===== config.mk =====
export PLATFORM = sky130hd
export DESIGN_NAME = uart_tx_fifo
export DESIGN_NICKNAME = d
export VERILOG_FILES = /design/src/rtl/uart_tx_fifo.sv
export SDC_FILE = /design/constraint.sdc
export NUM_CORES = 1
export LEC_CHECK = 0
export ABC_AREA = 1
export CAP_MARGIN = 20
export CORE_MARGIN = 8
export CORE_UTILIZATION = 35
export CTS_CLUSTER_DIAMETER = 30
export DETAILED_ROUTE_END_ITERATION = 7
export MAX_ROUTING_LAYER = met4
export PLACE_DENSITY = 0.64
export SYNTH_ARGS = -nofsm -noshare
export SYNTH_HDL_FRONTEND = slang
export SYNTH_SLANG_ARGS = --single-unit

===== constraint.sdc =====
create_clock -name sys_clk -period 2.3 [get_ports sys_clk]
set_input_delay 0.575 -clock sys_clk [delete_from_list [all_inputs] [get_ports sys_clk]]
set_output_delay 0.575 -clock sys_clk [all_outputs]
set_load 0.03 [all_outputs]

===== src/rtl/uart_tx_fifo.sv =====
// uart_tx_fifo: byte FIFO that feeds uart_transmitter one byte at a time.
// Producers can write bursts. The issue FSM waits for the transmitter's
// busy flag to go high and then low again before it sends the next byte.
module uart_tx_fifo #(
  parameter int DEPTH_LOG2 = 4,
  parameter int DATA_WIDTH = 8
) (
  input  logic                  sys_clk,
  input  logic                  sys_rst,
  input  logic                  wr_en,
  input  logic [DATA_WIDTH-1:0] wr_data,
  output logic                  full,
  output logic                  empty,
  output logic [DEPTH_LOG2:0]   count,
  output logic                  overflow,
  input  logic                  tx_busy,
  output logic                  tx_en,
  output logic [DATA_WIDTH-1:0] tx_data
);

  localparam int DEPTH = 1 << DEPTH_LOG2;
  localparam logic [DEPTH_LOG2:0] DEPTH_CNT = (DEPTH_LOG2 + 1)'(DEPTH);

  typedef enum logic [1:0] {
    IDLE  = 2'd0,
    ISSUE = 2'd1,
    ACK   = 2'd2,
    DRAIN = 2'd3
  } state_t;

  logic [DATA_WIDTH-1:0] r_mem [DEPTH];
  logic [DEPTH_LOG2-1:0] r_wrPtr;
  logic [DEPTH_LOG2-1:0] r_rdPtr;
  logic [DEPTH_LOG2:0]   r_count;
  logic                  r_overflow;
  logic                  r_txEn;
  logic [DATA_WIDTH-1:0] r_txData;
  state_t                r_state;

  logic w_full;
  logic w_empty;
  logic w_wrAccept;
  logic w_pop;

  // Status flags come straight from the occupancy counter. A write is accepted
  // only when the FIFO is not full before any pop on the same edge.
  assign w_full     = (r_count == DEPTH_CNT);
  assign w_empty    = (r_count == '0);
  assign w_wrAccept = wr_en && !w_full;
  assign w_pop      = (r_state == IDLE) && !w_empty;

  assign full     = w_full;
  assign empty    = w_empty;
  assign count    = r_count;
  assign overflow = r_overflow;
  assign tx_en    = r_txEn;
  assign tx_data  = r_txData;

  // Storage array. It has no reset because stale entries are never read.
  always_ff @(posedge sys_clk) begin
    if (w_wrAccept) begin
      r_mem[r_wrPtr] <= wr_data;
    end
  end

  // Write pointer and overflow flag. A write to a full FIFO gives a one-cycle overflow pulse.
  always_ff @(posedge sys_clk or posedge sys_rst) begin
    if (sys_rst) begin
      r_wrPtr    <= '0;
      r_overflow <= 1'b0;
    end else begin
      r_overflow <= wr_en && w_full;
      if (w_wrAccept) begin
        r_wrPtr <= r_wrPtr + 1'b1;
      end
    end
  end

  // Occupancy counter. If a write and a pop happen on the same edge, they cancel.
  always_ff @(posedge sys_clk or posedge sys_rst) begin
    if (sys_rst) begin
      r_count <= '0;
    end else begin
      case ({w_wrAccept, w_pop})
        2'b10:   r_count <= r_count + 1'b1;
        2'b01:   r_count <= r_count - 1'b1;
        default: r_count <= r_count;
      endcase
    end
  end

  // Issue FSM. It pops one byte, strobes tx_en for one cycle, then waits for a full busy cycle from the transmitter.
  always_ff @(posedge sys_clk or posedge sys_rst) begin
    if (sys_rst) begin
      r_state  <= IDLE;
      r_txEn   <= 1'b0;
      r_txData <= '0;
      r_rdPtr  <= '0;
    end else begin
      case (r_state)
        IDLE: begin
          r_txEn <= 1'b0;
          if (!w_empty) begin
            r_txData <= r_mem[r_rdPtr];
            r_rdPtr  <= r_rdPtr + 1'b1;
            r_txEn   <= 1'b1;
            r_state  <= ISSUE;
          end
        end
        ISSUE: begin
          r_txEn  <= 1'b0;
          r_state <= ACK;
        end
        ACK: begin
          r_txEn <= 1'b0;
          if (tx_busy) begin
            r_state <= DRAIN;
          end
        end
        DRAIN: begin
          r_txEn <= 1'b0;
          if (!tx_busy) begin
            r_state <= IDLE;
          end
        end
        default: begin
          r_txEn  <= 1'b0;
          r_state <= IDLE;
        end
      endcase
    end
  end

endmodule

After elaboration in Yosys (flattened, before gate mapping) --
Memories as Yosys holds them, arrays and structs flattened. A register that Yosys moved wholly into a read port is not among the register bits. Cells that the tools add are included.
Storage, ports and cells: bits in registers 17, latch bits 0, RAM bits 128, memory bits (read-only) 0, input port bits 12, word-level logic and storage cells 41, memories kept 1
Cells by class: $add $sub $neg 4, multiply operators 0, div/mod/pow operators 0, order comparisons 0, equal/unequal tests 9, shifts and indexed selects 0, mux-type cells 9, bitwise gates (word level) 1, reductions and logical operators 11
Memory list:
- r_mem | depth 16, width 8, read ports 1, clocked after memory_dff 1, write ports 1, RTL line 31 | logic [DATA_WIDTH-1:0] r_mem [DEPTH];
Operators by type and width (number):
- 5-bit one-hot mux with 2 select lines | 1
- 4-bit by 1-bit adder with 4-bit output, second input constant | 2
- 2-bit one-hot mux with 4 select lines | 1
- 2-bit equality test, second input constant | 3
- 2-bit 2-to-1 mux | 3
- 2-bit != test, second input constant | 3
- 5-bit by 1-bit adder with 5-bit output, second input constant | 1
- 5-bit equality test, second input constant | 1
- 5-bit zero test | 1
- 5-bit by 1-bit subtractor with 5-bit output, second input constant | 1
- 2-bit by 1-bit equality test with 1-bit output, second input constant | 2
- 1-bit logical AND | 3
- 1-bit 2-to-1 mux | 3
- 3-bit AND reduction | 1
- 3-bit OR reduction | 1
- 1-bit zero test | 2
- 2-bit zero test | 1
- 1-bit one-hot mux with 2 select lines | 1
- 2-bit AND reduction | 1
- 2-bit nonzero test | 1
- 1-bit inverter | 1

Longest topological paths before layout --
depth in word-level cells 5, gate-level depth with buffers 19, mapped depth without buffers 17

Least setup slack after synthesis --
Ideal clock, no wire load.
kind register -> register, from register r_count[0] (netlist: count[0]), to register r_count[4] (netlist: count[4]), setup time 0.117 ns, arrival time 2.618 ns, required time 2.183 ns, path slack -0.435 ns, cell stages (with the launch flop) 20, path buffers 2, period minus slack after synthesis 2.735 ns, path through dfrtp_1 > nor2_2 > nand2_1 > nor2_2 > inv_2 > nand2_4 > inv_4 > buf_6 > ha_1 > clkbuf_2 > xor2_1 > ha_1 > a21oi_1 > nor2_1 > nand2_1 > nand2_1 > nand2_1 > nand2_1 > nand2_1 > nand2_1
On the way: longest elaborated chain between the ends 5, elaborated cells between the ends (all ways) 12, those cells by class 2 x add/sub; 3 x eq/ne; 1 x mux; 6 x reduce/logical
Ends and longest elaborated chain:
- start, declared | RTL line 34 | logic [DEPTH_LOG2:0] r_count;
- start signal, assigned | RTL line 85 | 2'b10: r_count <= r_count + 1'b1;
- start signal, assigned | RTL line 86 | 2'b01: r_count <= r_count - 1'b1;
- start signal, assigned | RTL line 87 | default: r_count <= r_count;
- 5-bit zero test (*) | RTL line 48 | assign w_empty = (r_count == '0);
- net empty | RTL line 13 | output logic empty,
- 1-bit zero test (*)
- 1-bit logical AND (*) | RTL line 50 | assign w_pop = (r_state == IDLE) && !w_empty;
- net w_pop | RTL line 43 | logic w_pop;
- 2-bit by 1-bit equality test with 1-bit output / 2-bit equality test (equally long branches) | RTL line 84 | case ({w_wrAccept, w_pop})
- 5-bit one-hot mux with 2 select lines / 2-bit nonzero test (equally long branches)
The timed path passes the listed nets; every way through them passes the cells marked *. A chain may end at the register's enable or synchronous reset.

Worst setup path in the final report --
from register r_count[2] (netlist: count[2]), to output port count[2]
RTL lines:
- end, declared | RTL line 14 | output logic [DEPTH_LOG2:0] count,
No word-level cell between the ends.

==> qor.txt <==
FINISH
--------------------------------------------------------------------------------------------------------
Final design area excluding fillers .......................................................   8330 sq um
Most common library cell in the layout ignoring fill and taps .............................      nand2_1
Number of nets in the finished design .....................................................          771
Most used cells in the layout excluding fill and tap cells ................................ nand2_1 (227), edfxtp_1 (128), inv_1 (117), nand3_1 (101), buf_4 (35)
Proportion of layout cells with a drive suffix above 1 ....................................        11.7%
Layout area overhead ......................................................................        20.8%
Antenna diode count .......................................................................            0

CLOCK NETWORK
--------------------------------------------------------------------------------------------------------
Post-CTS clock slew at the launch and capture registers of the worst setup and hold paths .      0.06 ns
H-Tree Level Count ........................................................................            4
CTS root buffer ...........................................................................    clkbuf_16
Maximum number of buffers from clock root to sink .........................................            2
CTS tree ..................................................................................          yes
Num CTS Buffers ...........................................................................           17
Source-to-sink clock delay at the later pin of the worst-skew pair ........................      0.43 ns
Clk sink count ............................................................................          153
CTS Hold Buffers Added ....................................................................            0

GLOBAL ROUTE
--------------------------------------------------------------------------------------------------------
Total routing resource utilization after global routing ...................................        13.5%
Global-route wire length before repair ....................................................     24200 um
Antenna violations before repair ..........................................................            0
Pin count of the biggest net entering global routing ......................................           67
Congestion Overflow GR ....................................................................            0
Via count of the first global-routing pass ................................................         4558

WORST HOLD PATH
--------------------------------------------------------------------------------------------------------
Path class of the lowest-slack min-delay path ............................................. flip-flop to flip-flop

SYNTH
--------------------------------------------------------------------------------------------------------
Dominant combinational cell family by area after synthesis ................................ simple AND/OR/NAND/NOR gates
Post-synthesis area per instance ..........................................................   9.98 sq um
Sequential area share after synthesis .....................................................        64.8%
Share of synthesized cell area in and, or, nand and nor gates .............................        21.7%
Parity-gate share of the synthesized area counting xor and xnor cells .....................        1.27%
Synthesized netlist net count .............................................................          715
Distinct cell type count after synthesis ..................................................           28
Area of the mapped netlist ................................................................   6900 sq um
Adder and majority gate portion of the synthesized area ...................................        2.18%
Warnings, synthesis .......................................................................            0
Flip-flop and latch count after synthesis .................................................          153
Compound-Gate Fraction of Synth Area ......................................................       0.726%
Post-Syn Instances ........................................................................          691
Mux share of post-synthesis cell area .....................................................       0.145%

PLACE
--------------------------------------------------------------------------------------------------------
Post-detail-place hpwl ....................................................................      9360 um
Instance area after placement .............................................................   7660 sq um
Total of buffers placed on input and output ports .........................................           28
Routability Congestion ....................................................................        0.835

FLOORPLAN
--------------------------------------------------------------------------------------------------------
Rows ......................................................................................           51
Initial Util ..............................................................................        35.6%
Number of top-level pins ..................................................................           29
Die Area ..................................................................................  24500 sq um
Core area .................................................................................  19400 sq um
Y dimension of the die ....................................................................       156 um
Die width .................................................................................       156 um

DRT
--------------------------------------------------------------------------------------------------------
Remaining design rule violation count .....................................................            0
Wire length after detailed routing ........................................................     15100 um
Number of vias per cell after detailed routing ............................................         4.49
Detailed router's first-iteration violation count .........................................          578
Drt first pass iters ......................................................................            5
Post-route antenna net violation count ....................................................            0
Detail-routed net length per standard cell ................................................      14.7 um
Vias after detailed routing ...............................................................         4607

STA
--------------------------------------------------------------------------------------------------------
Final setup violation count ...............................................................            0
Setup skew after layout ...................................................................   0.00525 ns
Unrepaired setup endpoints after global routing ...........................................        false
Share of the cycle needed by the critical path after routing ..............................        95.8%
Max Slew Vio Count ........................................................................            0
Maximum clock rate ........................................................................    0.454 GHz
Period minus WS final .....................................................................      2.20 ns
Accumulated negative setup slack ..........................................................         0 ns
Worst Tran Pin Value ......................................................................     0.615 ns
Final Hold Violating Endpoints ............................................................            0
Normalized max-slew margin ................................................................        59.0%

JOB
--------------------------------------------------------------------------------------------------------
Maxcap violations .........................................................................            0

WORST SETUP PATH
--------------------------------------------------------------------------------------------------------
WS Path Type .............................................................................. flip-flop to output pin
Critical path launch point type ...........................................................    flip-flop
Data arrival at the endpoint of the critical path .........................................      1.63 ns
Crit Path Max Fanout ......................................................................            5
Endpoint type of the worst setup path .....................................................   output pin
Endpoint required time on the critical path ...............................................      1.73 ns

POWER AND IR DROP
--------------------------------------------------------------------------------------------------------
Power per cell area ....................................................................... 1270 nW/um^2
Worst-case vdd ir drop ....................................................................     0.558 mV
Static leakage power ......................................................................      3.67 nW

OUTCOME
--------------------------------------------------------------------------------------------------------
Status .................................................................................... finished clean

[where the power goes]
part / internal, W / switching (W) / total, W
combinational: 0.00131 / 0.00254 / 0.00385
sequential: 0.00346 / 0.000232 / 0.00369
clock: 0.00193 / 0.00112 / 0.00305
[state kept, by name, summed over array words and instances, names as in the netlist]
name and cells:
r_mem 128, tx_data 8, count 5, r_rdPtr 4, r_wrPtr 4, r_state 2, overflow 1, tx_en 1
[cell families (layout without fill, tap and decap cells)]
| kind of cell | count (synthesis) | after routing |
|---|---|---|
| mux | 1 | 1 |
| compound gates | 9 | 9 |
| fa+ha+maj | 12 | 12 |
| buf+inv | 151 | 220 |
| flops | 153 | 153 |
| xor+xnor | 10 | 10 |
| simple gates | 355 | 355 |
[Yosys cell counts]
library cell  count  share of area, %
nand4_1           1             0.091
mux2i_1           1              0.15
edfxtp_1        128                56
o21ai_0           5              0.36
o21ai_2           1              0.13
nand2_2           1             0.091
buf_6             2              0.33
xor2_1            8               1.0
o22ai_1           1             0.091
clkbuf_1          1             0.054
xnor2_1           2              0.25
clkinv_1          2              0.11
buf_2            17               1.2
nand3b_1          1              0.11
clkbuf_2          1             0.072
nor3_1           12              0.87
nand2_4           1              0.16
inv_2             3              0.16
a21oi_1           2              0.15
nor2_2            3              0.27
ha_1             12               2.2
inv_1           117               6.4
nand3_1         101               7.3
dfrtp_1          25               9.1
nand2_1         227                12
buf_4             7              0.76
nor2_1            8              0.44
inv_4             1             0.091
[worst max-delay path, cell delays in order (launching register included)]
cell             delay, ns
dfrtp_2               0.42
buf_4                 0.13
clkdlybuf4s50_1       0.65
[path summary, 6_finish.rpt]
check                                    endpoint  slack, ns                    from  cells past startpoint
hold / removal             tx_data[2]$_DFFE_PP0P_       0.48  tx_data[2]$_DFFE_PP0P_                      2
max in group asynchronous    count[0]$_DFFE_PP0P_       1.50                 sys_rst                      3
setup / recovery                         count[2]        0.1    count[2]$_DFFE_PP0P_                      2
setup reg to reg             count[4]$_DFFE_PP0P_       0.20    count[2]$_DFFE_PP0P_                     17
min in group asynchronous         tx_en$_DFF_PP0_       0.51                 sys_rst                      3
hold reg to reg            tx_data[2]$_DFFE_PP0P_       0.48  tx_data[2]$_DFFE_PP0P_                      2
[per-stage QoR]
stage | hold slack (ns) | cells | utilization, % | setup slack [ns] | power (W)
floorplan | 0.481 | 691 | - | -0.229 | 0.00642
global placement | 0.467 | 990 | 39.5 | 0.0279 | 0.00751
detailed placement | 0.468 | 990 | 39.5 | 0.0365 | 0.00757
CTS | 0.485 | 1022 | 42.8 | 0.0401 | 0.0106
global route | 0.504 | 1025 | 43.0 | 0.0159 | 0.0113
finish | 0.478 | 1025 | 43.0 | 0.0974 | 0.0106
[metal layers]
layer  wire length (um)  track usage [%]  share of wire, %
met4                422             6.68               2.8
met1               6650             16.1                44
met2               7290             21.5                48
met3                752             2.79               5.0
met5                  0                -                 0
[area by class of cell]
type                    instances  area [sq um]
well taps                     265           332
flip-flops and latches        153          4480
clock inverters                15           225
clock buffers                  17           425
inverters                     123           464
fillers                      1844         11100
multi-input cells             387          1830
repair buffers                 65           578
[timing repair]
item	CTS	global route
setup endpoints to repair	2	3
setup buffers	0	3
pin swaps	0	1
endpoints found under the hold margin	0	0
resized for setup	2	4
No activity file was read; power rests on OpenSTA's default activity.
